[src/rtl/key_cond_pkg.sv]
// key_cond_pkg: shared state encoding and counter sizing for the key conditioner
package key_cond_pkg;
    typedef enum logic [1:0] {
        S_IDLE,
        S_PRESS_WAIT,
        S_HELD,
        S_RELEASE_WAIT
    } key_state_t;
    function automatic int cnt_width(input int n);
        return $clog2(n + 1);
    endfunction
endpackage

[src/rtl/key_debounce_channel.sv]
// key_debounce_channel: sync + debounce FSM + press pulse for one key; KEY_AUTOREPEAT_EN adds a held-key repeat train
module key_debounce_channel
    import key_cond_pkg::*;
#(
    parameter int DEBOUNCE_CYCLES = 500_000,
    parameter int REPEAT_DELAY    = 25_000_000,
    parameter int REPEAT_PERIOD   = 5_000_000
) (
    input  logic clk,
    input  logic reset,
    input  logic key_n,
    output logic pressed,
    output logic pulse
);
    localparam int CW = cnt_width(DEBOUNCE_CYCLES);
    localparam logic [CW-1:0] DB_MAX = CW'(DEBOUNCE_CYCLES);
    if (DEBOUNCE_CYCLES < 1 || REPEAT_DELAY < 1 || REPEAT_PERIOD < 1) begin : g_bad_param
        $error("key_debounce_channel: cycle parameters must be >= 1");
    end
    logic [1:0]    r_sync;
    key_state_t    r_state, w_state_n;
    logic [CW-1:0] r_cnt, w_cnt_n;
    logic          w_s, w_press_pulse, w_rep_hit;
    assign w_s = ~r_sync[1];
    always_comb begin
        w_state_n     = r_state;
        w_cnt_n       = r_cnt;
        w_press_pulse = 1'b0;
        case (r_state)
            S_IDLE:
                if (w_s) begin
                    w_state_n = S_PRESS_WAIT;
                    w_cnt_n   = CW'(1);
                end
            S_PRESS_WAIT:
                if (!w_s) begin
                    w_state_n = S_IDLE;
                    w_cnt_n   = '0;
                end else if (r_cnt == DB_MAX) begin
                    w_state_n     = S_HELD;
                    w_press_pulse = 1'b1;
                end else w_cnt_n = r_cnt + 1'b1;
            S_HELD:
                if (!w_s) begin
                    w_state_n = S_RELEASE_WAIT;
                    w_cnt_n   = CW'(1);
                end
            default:
                if (w_s) w_state_n = S_HELD;
                else if (r_cnt == DB_MAX) w_state_n = S_IDLE;
                else w_cnt_n = r_cnt + 1'b1;
        endcase
    end
`ifdef KEY_AUTOREPEAT_EN
    localparam int RW = cnt_width(REPEAT_DELAY > REPEAT_PERIOD ? REPEAT_DELAY : REPEAT_PERIOD);
    logic [RW-1:0] r_rep, w_lim;
    logic          r_armed, w_stay;
    assign w_stay    = (r_state == S_HELD) && (w_state_n == S_HELD);
    assign w_lim     = r_armed ? RW'(REPEAT_PERIOD - 1) : RW'(REPEAT_DELAY - 1);
    assign w_rep_hit = w_stay && (r_rep == w_lim);
    // Cleared on leaving S_HELD, so a bounce back from release restarts the full delay
    always_ff @(posedge clk) begin
        if (reset || (r_state == S_HELD && !w_stay)) begin
            r_rep   <= '0;
            r_armed <= 1'b0;
        end else if (w_rep_hit) begin
            r_rep   <= '0;
            r_armed <= 1'b1;
        end else if (w_stay) r_rep <= r_rep + 1'b1;
    end
`else
    assign w_rep_hit = 1'b0;
`endif
    always_ff @(posedge clk) begin
        if (reset) begin
            r_sync  <= 2'b11;
            r_state <= S_IDLE;
            r_cnt   <= '0;
            pressed <= 1'b0;
            pulse   <= 1'b0;
        end else begin
            r_sync  <= {r_sync[0], key_n};
            r_state <= w_state_n;
            r_cnt   <= w_cnt_n;
            pressed <= (w_state_n == S_HELD) || (w_state_n == S_RELEASE_WAIT);
            pulse   <= w_press_pulse || w_rep_hit;
        end
    end
endmodule

[src/rtl/key_pulse_conditioner.sv]
// key_pulse_conditioner: NUM_KEYS independent debounced key channels (auto-repeat via KEY_AUTOREPEAT_EN)
module key_pulse_conditioner
    import key_cond_pkg::*;
#(
    parameter int NUM_KEYS        = 4,
    parameter int DEBOUNCE_CYCLES = 500_000,
    parameter int REPEAT_DELAY    = 25_000_000,
    parameter int REPEAT_PERIOD   = 5_000_000
) (
    input  logic                clk,
    input  logic                reset,
    input  logic [NUM_KEYS-1:0] key_n,
    output logic [NUM_KEYS-1:0] pressed,
    output logic [NUM_KEYS-1:0] pulse
);
    for (genvar g = 0; g < NUM_KEYS; g++) begin : g_ch
        key_debounce_channel #(
            .DEBOUNCE_CYCLES(DEBOUNCE_CYCLES),
            .REPEAT_DELAY   (REPEAT_DELAY),
            .REPEAT_PERIOD  (REPEAT_PERIOD)
        ) u_ch (
            .clk    (clk),
            .reset  (reset),
            .key_n  (key_n[g]),
            .pressed(pressed[g]),
            .pulse  (pulse[g])
        );
    end
endmodule
[config.mk]
export PLATFORM = sky130hd
export DESIGN_NAME = key_pulse_conditioner
export DESIGN_NICKNAME = d
export VERILOG_FILES = /design/src/rtl/key_cond_pkg.sv /design/src/rtl/key_debounce_channel.sv /design/src/rtl/key_pulse_conditioner.sv
export SDC_FILE = /design/constraint.sdc
export NUM_CORES = 1
export LEC_CHECK = 0
export CORE_MARGIN = 3
export CORE_UTILIZATION = 40
export DETAILED_ROUTE_END_ITERATION = 8
export GPL_ROUTABILITY_DRIVEN = 0
export PLACE_DENSITY_LB_ADDON = 0.3
export SYNTH_ARGS = -nofsm -noshare
export SYNTH_HDL_FRONTEND = slang
export SYNTH_HIERARCHICAL = 1
export SYNTH_SLANG_ARGS = --single-unit
[constraint.sdc]
create_clock -name clk -period 5 [get_ports clk]
set_clock_uncertainty 0.05 [all_clocks]
set_input_delay 1.25 -clock clk [delete_from_list [all_inputs] [get_ports clk]]
set_output_delay 1.25 -clock clk [all_outputs]
set_load 0.05 [all_outputs]
; Word level (Yosys, flattened, before mapping)
; Cells that the tools add are included.
[op_classes]
reduce_logical = 20
n_bitwise = 4
n_eq_ne = 28
addsub = 4
muxes = 56
[ops]
columns = operator, count
row1 = $mux 19, 20
row2 = $pmux 19 s3, 4
row3 = $add 19x1->19 const B, 4
row4 = $eq 19x19->1 const B, 4
row5 = $mux 2, 24
row6 = $eq 2x2->1 const B, 12
row7 = $pmux 2 s3, 4
row8 = $reduce_and 3->1, 4
row9 = $reduce_bool 3->1, 4
row10 = $reduce_or 3->1, 4
row11 = $eq 2x1->1 const B, 4
row12 = $logic_not 2->1, 4
row13 = $ne 2x1->1 const B, 4
row14 = $ne 2x2->1 const B, 4
row15 = $logic_or 1x1->1, 4
row16 = $mux 1, 4
row17 = $not 1->1, 4
[word_totals]
out_inout_bits = 8
input_bits = 6
regBits = 100

; Longest topological paths before layout
; Gate-level depths: netlist of run 1.
[depth]
word_depth = 6
mapped_depth = 7

; Hierarchy
; The synthesis of run 1 kept the hierarchy.
[by_module_without_submodules]
columns = mod, area_per_inst_um2, cells_per_inst, n_inst, seq_area_each_um2
row1 = key_debounce_channel (g_ch[0].u_ch ...), 1335.0, 161, 3, 500.5
row2 = key_debounce_channel (g_ch[3].u_ch), 1287.5, 154, 1, 480.5

; Worst setup path after synthesis of run 1
; No wires, ideal clock.
[synth_path]
path_kind = input-to-reg
from = input port reset
to = register g_ch[0].u_ch.r_cnt[18]
setup_slack_ns = 2.582
setup_ns = 0.063
arrival_time_ns = 2.306
stages = 4
t_required_ns = 4.887
path_cell_list = or2b_1 -> or2_2 -> or4_1 -> nand3_1
[synth_rtl]
columns = item, line
row1 = "start, declared", key_pulse_conditioner.sv:11  ; input logic reset,
row2 = "end signal, assigned", key_debounce_channel.sv:84  ; r_cnt <= w_cnt_n;
row3 = "end, declared", key_debounce_channel.sv:22  ; logic [CW-1:0] r_cnt, w_cnt_n;

==> results of run 1 <==
==> layout make-up <==
| class | instances | share of cell area [%] |
|---|---|---|
| Clock inverter | 2 | 0.602 |
| Tap cell | 172 | 3.70 |
| Timing Repair Buffer | 14 | 2.28 |
| Sequential cell | 99 | 34.1 |
| Inverter | 25 | 1.61 |
| Multi-Input combinational cell | 491 | 53.4 |
| Clock buffer | 14 | 4.36 |
==> where the power goes <==
group | total, mW | switching [mW] | internal [mW] | leakage (nW)
clock | 0.694 | 0.292 | 0.402 | 0.141
sequential | 0.805 | 0.0108 | 0.794 | 0.800
combinational | 0.0624 | 0.0386 | 0.0238 | 0.946
total | 1.56 | 0.341 | 1.22 | 1.89
==> cell usage after synthesis, types with 4 or more instances <==
cell	number	share of area, %
dfxtp_1	99	37
inv_1	25	1.8
and3b_1	4	0.66
or2_2	11	1.3
xnor2_1	10	1.7
nand3_1	39	3.7
nor2_1	35	2.5
a211oi_1	6	0.85
o31ai_1	16	2.3
o211ai_1	8	1.1
clkbuf_1	11	0.78
or4_1	19	2.7
and3_1	20	2.4
a211o_1	6	0.99
nor3_1	11	1.0
buf_2	4	0.38
o21ai_0	32	3.0
a31oi_1	7	0.83
xor2_1	7	1.2
or3_1	17	2.0
a22o_1	4	0.66
nand4_1	25	3.0
or2b_1	4	0.57
nor3b_1	4	0.57
ha_1	8	1.9
nor4_1	15	1.8
nand2_1	54	3.8
a21oi_1	54	5.1
==> cells by family (layout without fill, tap and decap cells) <==
| kind of cell | after synthesis | count (layout) | synth area share, % |
|---|---|---|---|
| AO/OA/AOI/OAI | 162 | 162 | 19.5 |
| XOR/XNOR | 18 | 18 | 3.12 |
| adder cells (fa/ha/maj) | 8 | 8 | 1.89 |
| buffers and inverters | 47 | 55 | 3.85 |
| flip-flops | 99 | 99 | 37.4 |
| multiplexers | 3 | 3 | 0.567 |
| AND/OR/NAND/NOR | 300 | 300 | 33.7 |
==> registers in the layout, summed over array words and instances (netlist names) <==
register,flops
g_ch.u_ch/r_cnt,76
g_ch.u_ch/pressed,3
g_ch.u_ch/r_state,8
g_ch.u_ch/r_sync,8
g_ch.u_ch/pulse,4
==> cells in the final DEF (no fill, tap or decap), types with 7 or more instances in the layout <==
cell / count
inv_1: 25
or4_1: 19
a31oi_1: 7
clkdlybuf4s50_1: 12
a21oi_1: 54
dfxtp_1: 99
nor3_1: 11
clkbuf_16: 9
and3_1: 20
nand3_1: 39
o31ai_1: 16
or2_2: 11
xnor2_1: 10
nor2_1: 35
ha_1: 8
xor2_1: 7
nand4_1: 25
o211ai_1: 8
nor4_1: 15
o21ai_0: 32
or3_1: 17
nand2_1: 54
==> worst reg2reg max path, cell delays in order, from the launching register on <==
cell     delay, ps
dfxtp_1        440
ha_1           240
nand3_1        160
or4_1          660
or4_1          540
nand3_1         90
==> final timing paths <==
kind	endpoint	slack (ps)
max reg2reg	g_ch[1].u_ch/r_cnt[18]	2760
max	pressed[3]	1960
min reg2reg	g_ch[2].u_ch/r_sync[1]	360
min	g_ch[2].u_ch/r_sync[1]	360
==> metrics by stage <==
step	std cells	util, %	setup WS, ps
CTS	817	45.6	1930
floorplan	637	-	2580
detailed placement	801	43.3	2140
global route	817	45.6	1900
finish	817	45.6	1960
global placement	801	43.3	2190
==> metal layers <==
metal  vias to the layer above  part of all wire [%]
met5                         -                     0
met4                         0                   1.4
met3                        13                   4.4
met2                       118                    47
met1                      2303                    47
li1                       2427                     -
==> results.cfg, run 1 <==
[cts]
cts_max_level = 3
cts_setup_buffers = 0
cts_buffers = 9
cts_tree = built
ctsHoldBuffers = 0
clkTransAtPathRegs_ps = 70
cts_max_path_buffers = 2
clock_sinks = 99
cts_root_buffer = clkbuf_16
cts_resized = 0
insertion_delay_ps = 350

[hold_path]
min_from = g_ch[2].u_ch/r_sync[0]
worstHoldPathType = reg -> reg
whs_path_depth = 1

[finish]
multi_input_area_um2 = 3110
fillCellCount = 1234
antenna_cells = 0
area_growth_pct = 9.95
final_area_um2 = 5820
drive_above_1_share_pct = 8.68
seq_area_um2 = 1980
num-nets-final = 654

[floorplan]
start_util_pct = 41.4
core.rowCount = 41
die_h_um = 121
die_x_um = 121
design.portCount = 14
die_area_um2 = 14600
core_um2 = 12800

[global_routing]
use_met3_pct = 3.31
grtUsageMet1_pct = 22.7
use_met2_pct = 28.0
grt_max_degree = 42
antenna_found_initial = 0
grt_overflow = 0
grt_first_pass_wirelength_mm = 21.1
top_usage_layer = met2
grt_pass1_vias = 4546
grt_usage_pct = 17.2

[route]
drc = 0
wl_per_cell_um = 14.8
drt_iter0_drc = 392
via_count = 4861
routed_wl_mm = 12.1
drt-vias-per-instance = 5.95
dr.pass1.iters = 5
detail-route-antenna-nets = 0

[setup_path]
reg2reg_from = g_ch[1].u_ch/r_cnt[0]
crit_path_start = g_ch[3].u_ch/r_state[1]
rr_worst_depth = 5
cp_top_family = buffers and inverters
cp-end-kind = output pin
path_depth = 1
slowest_delay_ps = 870
crit_chain = clkdlybuf4s50_1
worstPathMaxFanout = 8
arrival_ps = 1740
cp_num_buf_inv = 1
path_class = reg -> out
cp_slowest_cell = clkdlybuf4s50_1
required_ps = 3700
worstSetupStartpointType = flip-flop

[power]
p_leak_nw = 1.89
total_power_mw = 1.56
powerDensity_nw_per_um2 = 268
vdd_drop_max_uv = 122

[yosys]
netlist_area_um2 = 5290
synth_area_per_cell_um2 = 8.31
synthArstFlopShare_pct = 0
synth-seq-cells = 99
syn_inst = 637
seq_area_frac_synth_pct = 37.4
synthFlopType = dfxtp_1
ys_types = 67
syn_nets = 651
ys_warn_count = 6
synth_edf_count = 0

[timing]
holdWs_ps = 359
worst_pin_slew_ps = 799
setup_viol = 0
slew_viol_final = 0
fin_tns_setup_ps = 0
period_minus_slack_ps = 3040
slew_headroom_pct = 46.3
fmaxAchievable_ghz = 0.329
finalCritPeriodShare_pct = 60.8
finalHoldViolCount = 0
rsz0062_at_grt = no

[run]
cap_viol_max_count = 0

[outcome]
status = finished, final reports clean

[place]
dpl.hpwl_mm = 8.51
place.port_buffers = 13
placed_cell_area_um2 = 5530
No activity file was read; power rests on OpenSTA's default activity.
==> run 2: changes to the inputs <==
- clock period: 5 -> 2.96 ns (I/O delays scaled with it)
==> run 2 against run 1 <==
Net effect:
- register-to-register slack worse by 2000 ps
- sequential cell count stayed put
- first-iteration DRC count is 3.6% higher
- wire length is 0.15% lower
- largest cell class unchanged
- combinational power is 71% higher
- utilization is 0.16 points higher
- worst setup slack worse by 1500 ps
- via count is 0.12% higher
- hold slack better by 0.63 ps
==> results.cfg, run 2 (synthesis gave the netlist of run 1 again) <==
[outcome]
status = finished, final reports clean

[power]
p_leak_nw = 1.90
powerDensity_nw_per_um2 = 451
vdd_drop_max_uv = 331

[setup_path]
arrival_ps = 1750
worstPathMaxFanout = 8
crit_path_start = g_ch[3].u_ch/r_state[1]
worstSetupStartpointType = flip-flop
cp_top_family = buffers and inverters
reg2reg_from = g_ch[1].u_ch/r_cnt[0]
required_ps = 2170
cp_slowest_cell = clkdlybuf4s50_1
slowest_delay_ps = 870
crit_chain = clkdlybuf4s50_1
path_class = reg -> out
cp_num_buf_inv = 1
cp-end-kind = output pin

[timing]
slew_viol_final = 0
slew_headroom_pct = 46.9
finalHoldViolCount = 0
finalCritPeriodShare_pct = 85.7
setup_viol = 0
period_minus_slack_ps = 2540
fin_ws_ps = 422
worst_pin_slew_ps = 789
rsz0062_at_grt = no
fin_tns_setup_ps = 0
fmaxAchievable_ghz = 0.394

[cts]
cts_setup_buffers = 0
clock_sinks = 99
clkTransAtPathRegs_ps = 70
cts_root_buffer = clkbuf_16
cts_max_level = 3
cts_max_path_buffers = 2
cts_tree = built
cts_resized = 0
ctsHoldBuffers = 0
cts_buffers = 9
insertion_delay_ps = 350

[route]
detail-route-antenna-nets = 0
drt-vias-per-instance = 5.94
dr.pass1.iters = 5
routed_wl_mm = 12.1
drt_iter0_drc = 406
drc = 0
via_count = 4867
wl_per_cell_um = 14.7

[finish]
num-nets-final = 656
drive_above_1_share_pct = 9.58
regMostFlops = g_ch.u_ch/r_cnt
antenna_cells = 0
mostFrequentLayoutCells = dfxtp_1 (99), nand2_1 (54), a21oi_1 (54)
area_growth_pct = 10.3
fillCellCount = 1231
largest_register_ffs = 76
reg_top3 = g_ch.u_ch/r_cnt (76), g_ch.u_ch/r_state (8), g_ch.u_ch/r_sync (8)
layout_commonest_cell = dfxtp_1

[run]
cap_viol_max_count = 0

[floorplan]
die_h_um = 121
die_area_um2 = 14600
die_x_um = 121
core.rowCount = 41
core_um2 = 12800
start_util_pct = 41.4
design.portCount = 14

[global_routing]
grt_overflow = 0
grt_first_pass_wirelength_mm = 21.0
antenna_found_initial = 0
grt_max_degree = 22
grt_usage_pct = 17.2
grt_pass1_vias = 4535

[place]
place.port_buffers = 13
dp_slack_ps = 725
dpl.hpwl_mm = 8.50

[hold_path]
min_from = g_ch[0].u_ch/r_sync[0]
worstHoldPathType = reg -> reg
## run 2: cell count changes in the layout (fill, tap and decap cells not counted)
| cell | delta |
|---|---|
| buf_4 | +2 |
| bufinv_16 | -1 |
| clkbuf_1 | -4 |
| clkbuf_8 | -1 |
| clkinv_2 | -1 |
| clkinv_4 | +3 |
| inv_6 | +1 |
| inv_8 | +3 |
## run 2: area by class of cell
| class | instances | area [µm²] | area share, % |
|---|---|---|---|
| inverter | 25 | 93.8 | 1.61 |
| tap | 172 | 215 | 3.69 |
| timing repair buffer | 16 | 148 | 2.53 |
| sequential | 99 | 1980 | 33.9 |
| clock inverter | 7 | 68.8 | 1.18 |
| clock buffer | 9 | 225 | 3.86 |
| multi-input combinational | 491 | 3110 | 53.2 |
## run 2: report_power, final
part           leakage, nW  internal (mW)  switching [mW]  total (mW)
Sequential           0.800           1.34          0.0175        1.36
Clock                0.146          0.596           0.571        1.17
Combinational        0.956         0.0419          0.0652       0.107
## run 2: final timing paths
path | end | slack, ps | cells after the start
setup / recovery | pressed[3] | 420 | 1
hold / removal | g_ch[0].u_ch/r_sync[1] | 360 | 1
setup reg to reg | g_ch[1].u_ch/r_cnt[18] | 740 | 5
hold reg to reg | g_ch[0].u_ch/r_sync[1] | 360 | 1
## run 2: metal layers
| layer | vias up | GRT usage (%) | routed length (µm) |
|---|---|---|---|
| li1 | 2429 | - | - |
| met1 | 2323 | 21.7 | 5630 |
| met2 | 102 | 27.9 | 5730 |
| met3 | 13 | 4.99 | 557 |
| met4 | 0 | 6.23 | 139 |
| met5 | - | 0 | 0 |
## run 2: per-stage QoR
| stage | util (%) | hold slack (ps) | cells | power (mW) | area [µm²] |
|---|---|---|---|---|---|
| 3_5_place_dp | 43.4 | 343 | 803 | 1.50 | 5550 |
| 5_1_grt | 45.7 | 368 | 819 | 2.74 | 5840 |
| 3_3_place_gp | 43.4 | 343 | 803 | 1.49 | 5550 |
| 4_1_cts | 45.7 | 361 | 819 | 2.67 | 5840 |
| 6_report | 45.7 | 360 | 819 | 2.63 | 5840 |
| 2_1_floorplan | - | 339 | 637 | 1.46 | 5290 |
